$ cat config.mk
export PLATFORM = sky130hd
export DESIGN_NAME = pe_result_drain
export DESIGN_NICKNAME = d
export VERILOG_FILES = /design/src/rtl/pe_result_drain.sv
export SDC_FILE = /design/constraint.sdc
export NUM_CORES = 1
export LEC_CHECK = 0
export CELL_PAD_IN_SITES_DETAIL_PLACEMENT = 0
export CELL_PAD_IN_SITES_GLOBAL_PLACEMENT = 1
export CORE_ASPECT_RATIO = 1.2
export CORE_MARGIN = 8
export CORE_UTILIZATION = 40
export DETAILED_ROUTE_END_ITERATION = 6
export PLACE_DENSITY = 0.74
export SYNTH_ARGS = -nofsm -noshare
export SYNTH_HDL_FRONTEND = slang
export SYNTH_SLANG_ARGS = --single-unit
$ cat constraint.sdc
create_clock -name clk -period 3.9 [get_ports clk]
set_input_delay 0.975 -clock clk [delete_from_list [all_inputs] [get_ports clk]]
set_output_delay 0.975 -clock clk [all_outputs]
set_load 0.01 [all_outputs]
$ cat src/rtl/pe_result_drain.sv
// Result drain for the last PE of the systolic MAC chain: buffers whole result
// vectors in a small FIFO and replays them as a lane-by-lane valid/ready stream.
module pe_result_drain #(
    parameter int REG_WIDTH = 16,
    parameter int VECTOR    = 6,
    parameter int DEPTH     = 4
) (
    input  logic                 clk,
    input  logic                 rst,
    input  logic [REG_WIDTH-1:0] c_in [VECTOR-1:0],
    input  logic                 in_valid,
    output logic                 in_ready,
    output logic [REG_WIDTH-1:0] out_data,
    output logic [((VECTOR > 1) ? $clog2(VECTOR) : 1)-1:0] out_lane,
    output logic                 out_last,
    output logic [7:0]           out_vec_id,
    output logic                 out_valid,
    input  logic                 out_ready
);

    localparam int LANE_W = (VECTOR > 1) ? $clog2(VECTOR) : 1;
    localparam int PTR_W  = $clog2(DEPTH);
    localparam int CNT_W  = PTR_W + 1;
    localparam logic [LANE_W-1:0] LAST_LANE = LANE_W'(VECTOR - 1);

    typedef enum logic {
        IDLE,
        SEND
    } state_t;

    state_t state, state_next;

    logic [REG_WIDTH-1:0] mem      [DEPTH-1:0][VECTOR-1:0];
    logic [REG_WIDTH-1:0] lane_reg [VECTOR-1:0];
    logic [PTR_W-1:0]     wr_ptr, rd_ptr;
    logic [CNT_W-1:0]     count;

    logic wr_en;
    logic beat;
    logic pop;
    logic lane_inc;
    logic vec_done;

    // in_ready depends only on the registered count, never on out_ready.
    assign in_ready  = (count < CNT_W'(DEPTH));
    assign wr_en     = in_valid && in_ready;
    assign out_valid = (state == SEND);
    assign beat      = out_valid && out_ready;
    assign out_data  = lane_reg[out_lane];
    assign out_last  = out_valid && (out_lane == LAST_LANE);

    always_ff @(posedge clk or posedge rst) begin
        // NOTE: sequential state uses non-blocking (<=) so every register samples pre-edge values.
        if (rst) begin
            state <= IDLE;
        end else begin
            state <= state_next;
        end
    end

    always_comb begin
        // NOTE: every output of this block gets a default first, so no path can infer a latch.
        state_next = state;
        pop        = 1'b0;
        lane_inc   = 1'b0;
        vec_done   = 1'b0;
        case (state)
            IDLE: begin
                if (count != '0) begin
                    pop        = 1'b1;
                    state_next = SEND;
                end
            end
            SEND: begin
                if (beat) begin
                    if (out_lane != LAST_LANE) begin
                        lane_inc = 1'b1;
                    end else begin
                        vec_done = 1'b1;
                        // Back-to-back vectors: reload the lane register on the last beat.
                        if (count != '0) begin
                            pop = 1'b1;
                        end else begin
                            state_next = IDLE;
                        end
                    end
                end
            end
            default: state_next = IDLE;
        endcase
    end

    always_ff @(posedge clk or posedge rst) begin
        if (rst) begin
            wr_ptr <= '0;
            rd_ptr <= '0;
            count  <= '0;
        end else begin
            if (wr_en) begin
                wr_ptr <= wr_ptr + PTR_W'(1);
            end
            if (pop) begin
                rd_ptr <= rd_ptr + PTR_W'(1);
            end
            case ({wr_en, pop})
                2'b10:   count <= count + CNT_W'(1);
                2'b01:   count <= count - CNT_W'(1);
                default: count <= count;
            endcase
        end
    end

    // NOTE: the FIFO storage is deliberately not reset; pointers and count alone define validity.
    always_ff @(posedge clk) begin
        if (wr_en) begin
            for (int l = 0; l < VECTOR; l++) begin
                mem[wr_ptr][l] <= c_in[l];
            end
        end
    end

    always_ff @(posedge clk or posedge rst) begin
        if (rst) begin
            for (int l = 0; l < VECTOR; l++) begin
                lane_reg[l] <= '0;
            end
            out_lane   <= '0;
            out_vec_id <= '0;
        end else begin
            if (pop) begin
                for (int l = 0; l < VECTOR; l++) begin
                    lane_reg[l] <= mem[rd_ptr][l];
                end
                out_lane <= '0;
            end else if (lane_inc) begin
                out_lane <= out_lane + LANE_W'(1);
            end else if (vec_done) begin
                out_lane <= '0;
            end
            if (vec_done) begin
                out_vec_id <= out_vec_id + 8'd1;
            end
        end
    end

endmodule
# Yosys cells after proc, flatten, opt, wreduce, memory -nomap -nowiden
# Memory sizes are Yosys's and may differ from the RTL's. A register that Yosys moved wholly into a read port is not among the register bits.
# Cells that the tools add are included.
[word_totals]
memories = 1
register_bits = 19
mem_bits_rw = 384
in_bits = 100
[op_classes]
eq_ne = 4
add_sub_neg = 6
n_mux = 21
n_lt_le_gt_ge = 2
reduce_logical = 6
bitwise_logic = 1
[mem_list]
columns = ["name", "depth", "width", "rd", "rd_clocked_by_memory_dff", "write_ports", "line_no", "rtl"]
rows = [
  ["mem", 4, 96, 1, 1, 1, "33", "logic [REG_WIDTH-1:0] mem [DEPTH-1:0][VECTOR-1:0];"],
]
[ops]
columns = ["operator", "n"]
rows = [
  ["binary-select mux 16 bit (select 3 bit)", 1],
  ["2-to-1 mux 16 bit", 1],
  ["2-to-1 mux 1 bit", 13],
  ["2-to-1 mux 3 bit", 3],
  ["adder 8 x 1 -> 8 bit, second input constant", 1],
  ["adder 3 x 1 -> 3 bit, second input constant", 2],
  ["one-hot mux 3 bit (2 select lines)", 1],
  ["nonzero test 3 bit", 2],
  ["adder 2 x 1 -> 2 bit, second input constant", 2],
  ["less-than comparator 3 x 4 -> 1 bit, second input constant", 1],
  ["one-hot mux 1 bit (2 select lines)", 2],
  ["== test 3 bit, second input constant", 1],
  ["logical AND 1 bit", 3],
  ["less-than comparator 3 bit, second input constant", 1],
  ["!= test 3 bit, second input constant", 1],
  ["subtractor 3 x 1 -> 3 bit, second input constant", 1],
  ["== test 2 x 1 -> 1 bit, second input constant", 1],
  ["== test 2 bit, second input constant", 1],
  ["nonzero test 2 bit", 1],
  ["NOT 1 bit", 1],
]

# Longest topological paths before layout
[logic_depth]
word_depth = 7
ltp_mapped = 13
ltp_nobuf = 10

# Worst setup path before layout
# No wires, ideal clock.
[synth_timing]
path_kind = "input-to-reg"
from = "input port in_valid"
to = "memory mem[2][0] (netlist bit) (enable)"
required_time_ps = 3434
path_slack_ps = -135
path_stages = 3
t_arrival_ps = 3569
path_cell_list = "nor2b_1 > clkbuf_1 > and2_1"
[synth_via]
elab_chain_cells = 3
[synth_rtl]
columns = ["element", "line_no", "rtl"]
rows = [
  ["start: declaration", "11", "input logic in_valid,"],
  ["logical AND 1 bit", "46", "assign wr_en = in_valid && in_ready;"],
  ["2-to-1 mux 1 bit", "115", "if (wr_en) begin"],
  ["2-to-1 mux 1 bit (not written as such)", "117", "mem[wr_ptr][l] <= c_in[l];"],
  ["end: declaration", "33", ""],
]
# No other way between the ends.

# Final worst setup path
[layout_timing]
from = "register out_lane[0] (netlist bit)"
to = "output port out_data[8]"
[layout_via]
elab_chain_cells = 2
[layout_rtl]
columns = ["element", "line_no", "rtl"]
rows = [
  ["start: declaration", "14", "output logic [((VECTOR > 1) ? $clog2(VECTOR) : 1)-1:0] out_lane,"],
  ["start signal: assignment", "136", "out_lane <= out_lane + LANE_W'(1);"],
  ["binary-select mux 16 bit (select 3 bit)", "49", "assign out_data = lane_reg[out_lane];"],
  ["2-to-1 mux 16 bit (not written as such)", "49", ""],
  ["end: declaration", "13", "output logic [REG_WIDTH-1:0] out_data,"],
]
# No other way between the ends. The select of a mux whose other input is x is not followed.

==> results.tsv <==
metric	value	unit
Port Buffers	129	
Tmin final	3.74	ns
Combinational Power Share	0.259	
CTS Buf Count	50	
Clock transition at path regs	0.06	ns
Power Density	735	mW/mm²
synth unique cells	36	
# rows	88	
Most Crowded Layer GR	met2	
dpl hpwl	24.7	mm
Via density	5.07	
worst slew pin tran	0.803	ns
Setup CP Type	reg -> out	
xor and xnor area share after synthesis	0.00593	
cell taking the most area after synthesis	edfxtp_1	
postcts setup bufs	0	
Synth Area in Adders	0.00626	
antenna violations before repair	8	
CP Cell Sequence	buf_4 > mux4_2 > inv_1 > o22ai_1 > clkdlybuf4s50_1	
Max Cap Violations	0	
Hold Fails Final Rpt	0	
Synth top cells by count	edfxtp_1 (384), dfrtp_1 (115), mux4_2 (112)	
part of the power in registers	0.444	
Syn Nets	982	
layout cells sized above 1	0.294	
Initial DRT Pass Iterations	5	
max reg flops	384	
H-tree depth	2	
final setup fails	0	
CP max FO	12	
number of global-route vias before repair	9401	
CP required	2.92	ns
Pins Over Slew Limit	0	
GRT Total Usage	0.142	
Worst EP arrival	2.76	ns
GR Util met2	0.247	
Cell Area, Synth	0.0192	mm²
Switching Fraction	0.268	
maximum vdd drop	0.415	mV
GR Overflow Total	0	
simple-gate share of the synthesized area	0.00828	
ys flop type	edfxtp_1	
Residual DRC	0	
met3 usage	0.0366	
ys async rst share	0.230	
status	completed	
cell-internal power	12.4	mW
DIE WIDTH	216	µm
Cells after Synth	873	
clk_lat worst skew	0.58	ns
ANT nets after route	0	
nets	1141	
CP Launch Type	flop	
EDFF count, synth	384	
WL final	39.0	mm
Detailed Route Iter0 Violations	496	
GRT met1 Usage	0.171	
Largest stage delay, worst path	0.62	ns
post-place setup slack	0.749	ns
NetSw	4.56	mW
Routability Congestion	0.752	
CTS tree	built	
total power	17.0	mW
die height	256	µm
first-pass GRT wire length	59.1	mm
Area contributors post-synth	edfxtp_1 (60%), dfrtp_1 (15%), mux4_2 (13%)	
I/O pins	130	
multiplexer share of the synthesized area	0.202	
Synth top area share	0.601	
Final WS setup	0.163	ns
Core ar.	0.0478	mm²
clk_skew	0.0231	ns
clk sinks	499	
worst rel slew slack	0.465	
Synth Area in Compound Gates	0.00769	
clock network fraction of design power	0.297	
initial cell density of the core	0.402	
full die area	0.0553	mm²
critical path's slowest cell	dfrtp_2	
f_max	0.268	GHz
part of the Yosys area used for sequential elements	0.750	
Setup TNS	0	ns
#FFs+latches synth	499	
area delta synth->final	20.5	%
Worst setup EP type	output port	
largest net degree at the start of global routing	98	
RSZ-0062 raised after global routing	false	
routed len/inst	22.8	µm
Hold WC Path Type	reg -> reg	
Clock Path Buffers	3	
Synth Warn #	0	
Worst Hold Slack	0.463	ns
most instantiated library cell after synthesis	edfxtp_1	
final period utilization	0.958	
Avg Synthesized Cell Area	22.0	µm²
via count	8657	
Root Driver	clkbuf_16	
leakage	8.01	nW
largest family of logic cells by synthesized area	multiplexers	
power by group through the flow:
stage	Clock, mW	Combinational [mW]	Sequential [mW]
floorplan	0	3.19	7.27
global placement	0	4.46	7.63
detailed placement	0	4.52	7.67
CTS	5.16	4.54	7.57
global route	5.38	4.76	7.66
finish	5.05	4.41	7.54
layout make-up:
cell class	instances	area, µm²
Sequential cell	499	14400
Fill cell	4000	24600
Multi-Input combinational cell	303	4440
Clock inverter	15	284
Clock buffer	77	1470
Inverter	28	109
Antenna cell	6	15.0
Tap cell	630	788
Timing Repair Buffer	150	1610
worst max-delay path, delay by kind of cell, from the launching register on:
kind / cells / cell delay [ns]
flops: 1 / 0.62
compound gates: 1 / 0.15
mux: 1 / 0.53
buf+inv: 3 / 0.88
stage by stage:
stage	instances	area, µm²	utilization
final	1708	23100	0.484
after detailed placement	1610	21400	0.447
after global routing	1702	23100	0.484
after global placement	1610	21400	0.447
after CTS	1702	23100	0.484
after floorplan	873	19200	-
final timing paths:
kind / startpoint / to / slack, ns / depth (start not counted)
max: out_lane[0]$_DFFE_PP0P_ / out_data[8] / 0.16 / 5
min: out_vec_id[7]$_DFFE_PP0P_ / out_vec_id[7]$_DFFE_PP0P_ / 0.46 / 1
max reg2reg: out_lane[0]$_DFFE_PP0P_ / count[2]$_DFFE_PP0P_ / 1.15 / 10
min reg2reg: out_vec_id[7]$_DFFE_PP0P_ / out_vec_id[7]$_DFFE_PP0P_ / 0.46 / 1
max in group asynchronous: rst / lane_reg[9]$_DFFE_PP0N_ / 2.45 / 3
min in group asynchronous: rst / lane_reg[48]$_DFFE_PP0N_ / 0.77 / 2
per-layer routing:
metal	share of wire	vias to the layer above	routed length, µm
li1	-	3865	-
met1	0.40	4556	15600
met2	0.52	182	20400
met3	0.058	50	2280
met4	0.017	4	679
met5	0.00069	-	27
cell usage in the layout, fill, tap and decap left out, types with 2 or more instances in the layout:
cell | synthesis | routed
xor2_1 | 8 | 8
mux2_4 | 19 | 19
xnor2_1 | 5 | 5
dfrtp_1 | 115 | 111
mux4_2 | 112 | 112
nand2_1 | 8 | 8
clkinv_2 | 0 | 2
diode_2 | 0 | 6
dfrtp_2 | 0 | 2
o21ai_0 | 2 | 2
bufinv_16 | 0 | 8
nand3_1 | 5 | 5
clkbuf_16 | 0 | 51
buf_4 | 3 | 8
and2_4 | 0 | 4
clkbuf_8 | 0 | 10
mux2_2 | 79 | 79
clkinv_1 | 0 | 3
o22ai_1 | 16 | 16
clkdlybuf4s50_1 | 0 | 129
mux2i_1 | 18 | 18
ha_1 | 8 | 8
clkbuf_1 | 14 | 16
inv_1 | 28 | 27
edfxtp_1 | 384 | 384
dfrtp_4 | 0 | 2
buf_12 | 1 | 13
nor3_1 | 2 | 2
nor2_1 | 4 | 4
logic make-up after synthesis:
family          count (synthesis)
flops                         499
mux                           228
buf+inv                        71
simple gates                   30
compound gates                 23
xor+xnor                       13
fa+ha+maj                       9
timing repair:
action | in CTS | in global routing
resized for setup | 0 | 1
hold buffers | 0 | 0
hold endpoints to repair | 0 | 0
endpoints found under the setup margin | 0 | 1
(Power assumes the default switching activity.)
